### src/rtl/byte_serializer.sv
// byte_serializer: pops bytes from a show-ahead queue and re-emits them as serial
// data/write strobe pairs with optional idle gaps, counting completed bytes.
module byte_serializer #(
    parameter int DATA_WIDTH = 8,
    parameter int BIT_GAP    = 1,
    parameter bit MSB_FIRST  = 1'b1
) (
    input  logic                  clk,
    input  logic                  serializer_rst_n,
    input  logic                  enable_in,
    input  logic                  queue_empty_in,
    input  logic [DATA_WIDTH-1:0] queue_data_in,
    output logic                  dequeue_out,
    output logic                  data_out,
    output logic                  write_out,
    output logic                  busy_out,
    output logic [15:0]           sent_count_out
);
    localparam int BW = (DATA_WIDTH > 1) ? $clog2(DATA_WIDTH) : 1;
    localparam logic [BW-1:0] LAST_BIT = BW'(DATA_WIDTH - 1);
    localparam logic [3:0] GAP_LAST = 4'((BIT_GAP > 0) ? BIT_GAP - 1 : 0);
    typedef enum logic [1:0] {IDLE, POP, SHIFT, GAP} state_t;
    state_t                state_q;
    logic [DATA_WIDTH-1:0] shift_q;
    logic [BW-1:0]         bit_cnt_q;
    logic [3:0]            gap_cnt_q;
    logic                  dequeue_q, data_q, write_q, busy_q;
    logic [15:0]           sent_count_q;
    logic                  next_bit, last_bit;
    logic [DATA_WIDTH-1:0] shift_d;
    always_comb begin
        next_bit = MSB_FIRST ? shift_q[DATA_WIDTH-1] : shift_q[0];
        shift_d  = MSB_FIRST ? shift_q << 1 : shift_q >> 1;
        last_bit = bit_cnt_q == LAST_BIT;
    end
    // Outputs for a state are set on the edge entering it, so all are registered.
    always_ff @(posedge clk or negedge serializer_rst_n) begin
        if (!serializer_rst_n) begin
            state_q      <= IDLE;
            shift_q      <= '0;
            bit_cnt_q    <= '0;
            gap_cnt_q    <= '0;
            dequeue_q    <= 1'b0;
            data_q       <= 1'b0;
            write_q      <= 1'b0;
            busy_q       <= 1'b0;
            sent_count_q <= '0;
        end else begin
            case (state_q)
                IDLE: if (enable_in && !queue_empty_in) begin
                    state_q   <= POP;
                    shift_q   <= queue_data_in;
                    dequeue_q <= 1'b1;
                    busy_q    <= 1'b1;
                end
                POP: begin
                    state_q   <= SHIFT;
                    dequeue_q <= 1'b0;
                    write_q   <= 1'b1;
                    data_q    <= next_bit;
                    shift_q   <= shift_d;
                    bit_cnt_q <= '0;
                end
                SHIFT: if (BIT_GAP != 0) begin
                    state_q   <= GAP;
                    write_q   <= 1'b0;
                    gap_cnt_q <= GAP_LAST;
                end else if (last_bit) begin
                    state_q      <= IDLE;
                    write_q      <= 1'b0;
                    busy_q       <= 1'b0;
                    sent_count_q <= sent_count_q + 16'd1;
                end else begin
                    data_q    <= next_bit;
                    shift_q   <= shift_d;
                    bit_cnt_q <= bit_cnt_q + 1'b1;
                end
                GAP: if (gap_cnt_q != 4'd0) begin
                    gap_cnt_q <= gap_cnt_q - 4'd1;
                end else if (last_bit) begin
                    state_q      <= IDLE;
                    busy_q       <= 1'b0;
                    sent_count_q <= sent_count_q + 16'd1;
                end else begin
                    state_q   <= SHIFT;
                    write_q   <= 1'b1;
                    data_q    <= next_bit;
                    shift_q   <= shift_d;
                    bit_cnt_q <= bit_cnt_q + 1'b1;
                end
            endcase
        end
    end
    assign dequeue_out    = dequeue_q;
    assign data_out       = data_q;
    assign write_out      = write_q;
    assign busy_out       = busy_q;
    assign sent_count_out = sent_count_q;
endmodule

### config.mk
export PLATFORM = sky130hd
export DESIGN_NAME = byte_serializer
export DESIGN_NICKNAME = d
export VERILOG_FILES = /design/src/rtl/byte_serializer.sv
export SDC_FILE = /design/constraint.sdc
export NUM_CORES = 1
export LEC_CHECK = 0
export ABC_AREA = 1
export BUFFER_PORTS_ARGS = -buffer_cell sky130_fd_sc_hd__buf_4
export CAP_MARGIN = 20
export CORE_MARGIN = 3
export CORE_UTILIZATION = 48
export CTS_CLUSTER_SIZE = 30
export DETAILED_ROUTE_END_ITERATION = 7
export HOLD_SLACK_MARGIN = 0.02
export PLACE_DENSITY = 0.69
export SYNTH_ARGS = -nofsm -noshare
export SYNTH_HDL_FRONTEND = slang
export SYNTH_SLANG_ARGS = --single-unit
### constraint.sdc
create_clock -name clk -period 1.6 [get_ports clk]
set_input_delay 0.16 -clock clk [delete_from_list [all_inputs] [get_ports clk]]
set_output_delay 0.16 -clock clk [all_outputs]
set_load 0.02 [all_outputs]
==> results of run 1 <==
==> path summary, 6_finish.rpt <==
check                                 start           endpoint  cells after the start
setup / recovery               gap_cnt_q[0]       bit_cnt_q[0]                      7
hold / removal             queue_data_in[0]         shift_q[0]                      3
setup reg to reg               gap_cnt_q[0]       bit_cnt_q[0]                      7
hold reg to reg                  shift_q[2]         shift_q[2]                      2
max in group asynchronous  serializer_rst_n       gap_cnt_q[0]                      2
min in group asynchronous  serializer_rst_n  sent_count_out[4]                      2
==> layout make-up <==
cell class                      instances  share of cell area
Multi-Input combinational cell        162               0.390
Sequential cell                        37               0.371
Timing Repair Buffer                   41               0.129
Inverter                               29              0.0446
Clock buffer                            7              0.0386
Tap cell                               50              0.0251
Clock inverter                          1             0.00200
==> per-layer routing <==
layer | GRT usage | vias up | wire, um
li1 | - | 835 | -
met1 | 0.224 | 763 | 1700
met2 | 0.266 | 38 | 1880
met3 | 0.0526 | 6 | 218
met4 | 0.0710 | 0 | 66
met5 | 0 | - | 0
==> what timing repair did <==
| action | in CTS | in global routing |
|---|---|---|
| gates resized for setup | 0 | 6 |
| hold endpoints to repair | 37 | 0 |
| setup endpoints to repair | 0 | 20 |
| hold buffers | 1 | 0 |
| buffers inserted | 0 | 2 |
==> report_power, final <==
part,total (mW),switching [mW],leakage [nW],internal [mW]
Sequential,1.34,0.172,0.482,1.17
Clock,0.721,0.332,0.0542,0.389
Combinational,1.41,0.797,0.745,0.610
Total,3.47,1.30,1.28,2.17
==> worst max-delay path, cell delays in order (launching register included) <==
cell     delay [ns]
dfrtp_1        0.40
inv_2          0.08
ha_2           0.20
nand3_4        0.13
nor3_4         0.29
nor2_2         0.10
nand2_1        0.06
o21ai_0        0.08
==> cell usage after synthesis, drive strengths merged <==
| cell | n | share of area |
|---|---|---|
| nand4 | 9 | 0.028 |
| xnor2 | 5 | 0.025 |
| nand2 | 74 | 0.15 |
| o21ai | 19 | 0.069 |
| inv | 29 | 0.055 |
| nor2 | 19 | 0.049 |
| nor3 | 1 | 0.0080 |
| nand3 | 16 | 0.045 |
| dfrtp | 37 | 0.45 |
| ha | 5 | 0.031 |
| xor2 | 3 | 0.013 |
| o22ai | 2 | 0.0061 |
| a21oi | 2 | 0.0049 |
| buf | 4 | 0.025 |
| mux2i | 7 | 0.034 |
==> flip-flops by register name (all words and copies together), names as in the netlist <==
name / flops
sent_count_out: 16
shift_q: 8
gap_cnt_q: 4
bit_cnt_q: 3
state_q: 2
busy_out: 1
data_out: 1
dequeue_out: 1
write_out: 1
==> cells by family after synthesis <==
kind of cell               count (synthesis)  synth area share
AOI/OAI and AO/OA                         23            0.0798
xor gates and xnor gates                   8            0.0381
adders and majority gates                  5            0.0307
buffers and inverters                     33            0.0792
DFF                                       37             0.454
muxes                                      7            0.0344
and+or+nand+nor                          119             0.284
==> metrics by stage <==
stage               hold WS [ns]  setup TNS, ns  worst slack, ns  instances
floorplan                 -0.136              0            0.107        232
global placement           0.154              0           0.0873        316
detailed placement         0.156              0           0.0599        316
CTS                        0.124              0           0.0587        325
global route               0.123        -0.0246          -0.0246        327
finish                     0.132              0            0.141        327
==> flow_metrics.py, run 1 <==
metrics = {
    "setup_path": {
        "path_class": "flop to flop",
        "regToRegSetupSlack_ns": 0.14,
        "worstPathArrival_ns": 1.63,
        "crit_path_start_kind": "flop",
        "path_max_fanout": 5,
        "cp.required_ns": 1.77,
        "end_kind": "flop",
    },
    "final_layout": {
        "final_core_util": 0.615,
        "layout_common_cells": "nand2_1 (66), buf_4 (39), dfrtp_1 (37)",
        "final_common_cell": "nand2_1",
        "final_layout_size_suffix_gt1_frac": 0.300,
        "fin_area_um2": 2500,
        "fillers": 340,
        "seq_area_um2": 926,
        "n_antenna_cell": 0,
        "multi_input_area_um2": 973,
        "syn_to_final_growth_pct": 22.5,
        "nets": 293,
    },
    "sta": {
        "relSlewSlack": 0.691,
        "hold_violations": 0,
        "period_share": 0.912,
        "setup-violations-final": 0,
        "rsz0062_at_grt": "true",
        "worst_pin_slew_ns": 0.463,
        "period_needed_ns": 1.46,
        "fmax_ghz": 0.685,
        "slew_violations": 0,
        "clock_skew_ns": 0.00576,
    },
    "routing": {
        "wl_per_cell_um": 11.8,
        "viasPerCell": 5.02,
        "drc_errors": 0,
        "vias": 1642,
        "wl_mm": 3.86,
        "antenna_left": 0,
        "first_pass_iters": 5,
        "drt-initial-drc-count": 136,
    },
    "synthesis": {
        "yosysWarnings": 0,
        "postSynthNetCount": 249,
        "synth_seq_cells": 37,
        "seq_area_frac_synth": 0.454,
        "synthCells": 232,
        "avgSynthCellArea_um2": 8.79,
        "synth_cell_types": 29,
        "netlist_area_um2": 2040,
    },
    "place": {
        "hpwl_mm": 2.81,
        "dpl_cell_area_um2": 2340,
        "io_buffers": 31,
        "place.gp.congestion": 0.800,
    },
    "worst_hold_path": {
        "hold_class": "primary input to flop",
    },
    "floorplan": {
        "die_area_um2": 5060,
        "core_area_um2": 4060,
        "rows": 23,
        "die_w_um": 71.2,
        "die_height_um": 71.2,
        "start_util": 0.502,
        "ioPinCount": 32,
    },
    "grt": {
        "overflow": 0,
        "grt_pass1_wl_mm": 6.93,
        "grt_pass1_vias": 1539,
        "grt_usage": 0.172,
        "grt_max_degree": 38,
        "antenna_found_initial": 0,
    },
    "pwr": {
        "vdd_drop_max_v": 0.000993,
        "p_leak_nw": 1.28,
        "powerDensity_nw_per_um2": 1390,
        "power.total_mw": 3.47,
    },
    "job": {
        "max_cap_violations": 0,
    },
    "clock_tree": {
        "cts_buffer_depth": 2,
        "clk_latency_ns": 0.29,
        "cts_root_buf": "clkbuf_8",
        "cts_buffers": 5,
        "cts_tree": "built",
        "numClockSinks": 37,
        "cts-htree-levels": 2,
        "cts.clk_slew.worst_paths_ns": 0.07,
    },
    "status": {
        "status": "finished clean",
    },
}
(Power assumes the default switching activity.)
==> run 2: changes to the inputs <==
ABC_AREA = 0   (was 1)
BUFFER_PORTS_ARGS = unset   (was -buffer_cell sky130_fd_sc_hd__buf_4)
DONT_BUFFER_PORTS = 1   (was unset)
PLACE_DENSITY = 0.63   (was 0.69)
==> run 2 against run 1 <==
  * The flow now finishes with violations (negative setup slack)
  * Critical path depth rose by 1
  * Sequential share of layout area up 2.8 points
  * Clock-buffer cell count decreased by 2
  * Cell count fell by 26%
  * Area after synthesis shrank 13%
  * Global-route usage grew 1.6 points
  * Design area fell by 7.0%
  * Worst setup slack got worse by 0.17 ns
  * Clock power decreased by 19%
  * First-iteration DRC count fell by 35%
  * Register-to-register slack lost 0.17 ns
  * Sequential power is 9% higher
==> flow_metrics.py, run 2 <==
metrics = {
    "setup_path": {
        "cp.required_ns": 1.80,
        "path_max_fanout": 7,
        "crit_path_start_kind": "flop",
        "worstPathArrival_ns": 1.83,
        "end_kind": "flop",
        "reg2reg_from": "gap_cnt_q[0]",
        "cp_slowest_cell": "dfrtp_1",
        "regToRegSetupSlack_ns": -0.03,
        "r2r_cells": 8,
        "path_class": "flop to flop",
        "slowest_delay_ns": 0.39,
        "path_cells": "inv_2 -> ha_4 -> nand4bb_1 -> buf_6 -> buf_4 -> nor2_4 -> and4_1 -> xor2_1",
        "rr_endpoint": "sent_count_out[4]",
        "critPathTopFamily": "simple AND/OR/NAND/NOR gates",
        "crit_buf_inv": 3,
    },
    "synthesis": {
        "ys.flop_type": "dfrtp_1",
        "synth-compound-area-share": 0.0651,
        "synth_seq_cells": 37,
        "synth-xor-area-share": 0.0792,
        "synth_cell_types": 35,
        "yosysWarnings": 0,
        "synth_top_family_by_area": "simple AND/OR/NAND/NOR gates",
        "synthAdderAreaFrac": 0.0354,
        "postSynthNetCount": 169,
        "netlist_area_um2": 1770,
        "seq_area_frac_synth": 0.523,
        "avgSynthCellArea_um2": 11.6,
        "synth.area.mux_share": 0.113,
        "synth_edf_count": 0,
        "yosys.area.top_type_share": 0.523,
        "ys_top_cells_by_count": "dfrtp_1 (37), mux2_2 (16), nor2_1 (10)",
        "synthSimpleGateAreaFrac": 0.158,
        "async_reset_ff_frac": 1.00,
        "yosys.area.top_type": "dfrtp_1",
        "yosys-top-cells-area": "dfrtp_1 (52%), mux2_2 (10%), xnor2_1 (4.0%)",
        "yosysMostFrequentCell": "dfrtp_1",
        "synthCells": 152,
    },
    "status": {
        "status": "finished with violations",
        "violations": "negative setup slack",
    },
    "final_layout": {
        "final_core_util": 0.675,
        "layout_common_cells": "buf_4 (40), dfrtp_1 (37), mux2_2 (14)",
        "seq_area_um2": 926,
        "fin_area_um2": 2320,
        "final_common_cell": "buf_4",
        "fillers": 269,
        "n_antenna_cell": 0,
        "syn_to_final_growth_pct": 31.3,
        "final_layout_size_suffix_gt1_frac": 0.431,
        "nets": 215,
        "multi_input_area_um2": 893,
        "largest_register_ffs": 16,
    },
    "sta": {
        "fmax_ghz": 0.614,
        "worst_pin_slew_ns": 0.323,
        "setup_slack_ns": -0.0300,
        "hold_violations": 0,
        "rsz0062_at_grt": "true",
        "period_needed_ns": 1.63,
        "clock_skew_ns": 0.00751,
        "relSlewSlack": 0.783,
        "slew_violations": 0,
        "period_share": 1.02,
        "setup-violations-final": 5,
    },
    "pwr": {
        "vdd_drop_max_v": 0.000857,
        "p_sw_mw": 1.31,
        "clock_power_share": 0.158,
        "p_leak_nw": 1.12,
        "combPwrFrac": 0.449,
        "p_int_mw": 2.40,
        "power.total_mw": 3.72,
        "switching_share": 0.353,
        "powerDensity_nw_per_um2": 1600,
        "seqPwrFrac": 0.394,
    },
    "grt": {
        "antenna_found_initial": 0,
        "grt_max_degree": 38,
        "grt_pass1_wl_mm": 6.13,
        "grt_usage": 0.188,
        "grt_pass1_vias": 1372,
        "overflow": 0,
    },
    "floorplan": {
        "ioPinCount": 32,
        "start_util": 0.514,
        "die_w_um": 66.7,
        "rows": 21,
        "die_height_um": 66.7,
        "die_area_um2": 4450,
        "core_area_um2": 3440,
    },
    "routing": {
        "first_pass_iters": 4,
        "drc_errors": 0,
        "wl_mm": 3.86,
        "viasPerCell": 5.50,
        "wl_per_cell_um": 15.9,
        "vias": 1336,
        "drt-initial-drc-count": 88,
        "antenna_left": 0,
    },
    "clock_tree": {
        "cts-htree-levels": 2,
        "cts_buffers": 5,
        "numClockSinks": 37,
        "cts_tree": "built",
        "clk_latency_ns": 0.28,
        "cts_buffer_depth": 2,
        "cts.clk_slew.worst_paths_ns": 0.07,
        "cts_root_buf": "clkbuf_8",
    },
    "place": {
        "dpl_cell_area_um2": 2040,
        "place.gp.congestion": 0.762,
        "hpwl_mm": 2.65,
        "io_buffers": 0,
    },
    "worst_hold_path": {
        "min_to": "state_q[0]",
        "holdPathStages": 2,
        "hold_class": "primary input to flop",
        "min_from": "enable_in",
    },
    "job": {
        "max_cap_violations": 0,
    },
}
-- run 2: power by group through the flow --
stage	registers, mW	clock network [mW]	logic (mW)
finish	1.46	0.586	1.67
global route	1.50	0.642	1.83
CTS	1.46	0.611	1.56
detailed placement	1.48	0	1.42
global placement	1.46	0	1.37
floorplan	1.47	0	0.994
-- run 2: worst max path at each step --
stage / cells past startpoint / from / end
2_1_floorplan: 6 / bit_cnt_q[0] / sent_count_out[11]
4_1_cts: 7 / bit_cnt_q[1] / sent_count_out[15]
3_3_place_gp: 7 / gap_cnt_q[0] / shift_q[3]
5_1_grt: 8 / gap_cnt_q[0] / sent_count_out[4]
6_report: 8 / gap_cnt_q[0] / sent_count_out[4]
3_5_place_dp: 7 / gap_cnt_q[0] / shift_q[1]
-- run 2: kinds of logic after synthesis --
family,count (synthesis)
and+or+nand+nor,49
DFF,37
xor gates and xnor gates,16
adders and majority gates,5
AOI/OAI and AO/OA,17
buffers and inverters,10
muxes,18
-- run 2: layout make-up --
type | count | share of cell area
sequential | 37 | 0.399
multi-input combinational | 105 | 0.385
timing repair buffer | 44 | 0.152
clock buffer | 5 | 0.0296
tap | 46 | 0.0248
inverter | 5 | 0.00808
clock inverter | 1 | 0.00216
-- run 2: timing repair --
item	4_1_cts	5_1_grt
gates resized for setup	13	9
hold buffers	2	0
endpoints found under the setup margin	21	26
hold endpoints to repair	37	0
pin swaps	10	14
buffers inserted	7	5
-- run 2: routing by layer --
| layer | GRT usage | routed length (um) | up-vias |
|---|---|---|---|
| met5 | 0 | 0 | - |
| met4 | 0.104 | 123 | 0 |
| met3 | 0.0691 | 243 | 13 |
| met2 | 0.317 | 2030 | 46 |
| met1 | 0.202 | 1460 | 650 |
| li1 | - | - | 627 |
-- run 2: worst reg2reg max path, stage by stage, from the launching register on --
cell and delay [ns]:
dfrtp_1 0.39, inv_2 0.09, ha_4 0.14, nand4bb_1 0.11, buf_6 0.16, buf_4 0.14, nor2_4 0.12, and4_1 0.22
xor2_1 0.18
-- run 2: per-stage QoR --
step | instances | setup TNS (ns) | hold WS (ns) | setup WS, ns
global route | 243 | -1.33 | 0.113 | -0.133
detailed placement | 223 | -1.35 | -0.134 | -0.119
CTS | 238 | -0.310 | 0.0959 | -0.0442
floorplan | 152 | -0.00579 | -0.136 | -0.00579
finish | 243 | -0.0958 | 0.100 | -0.0300
global placement | 223 | -0.220 | -0.135 | -0.0312
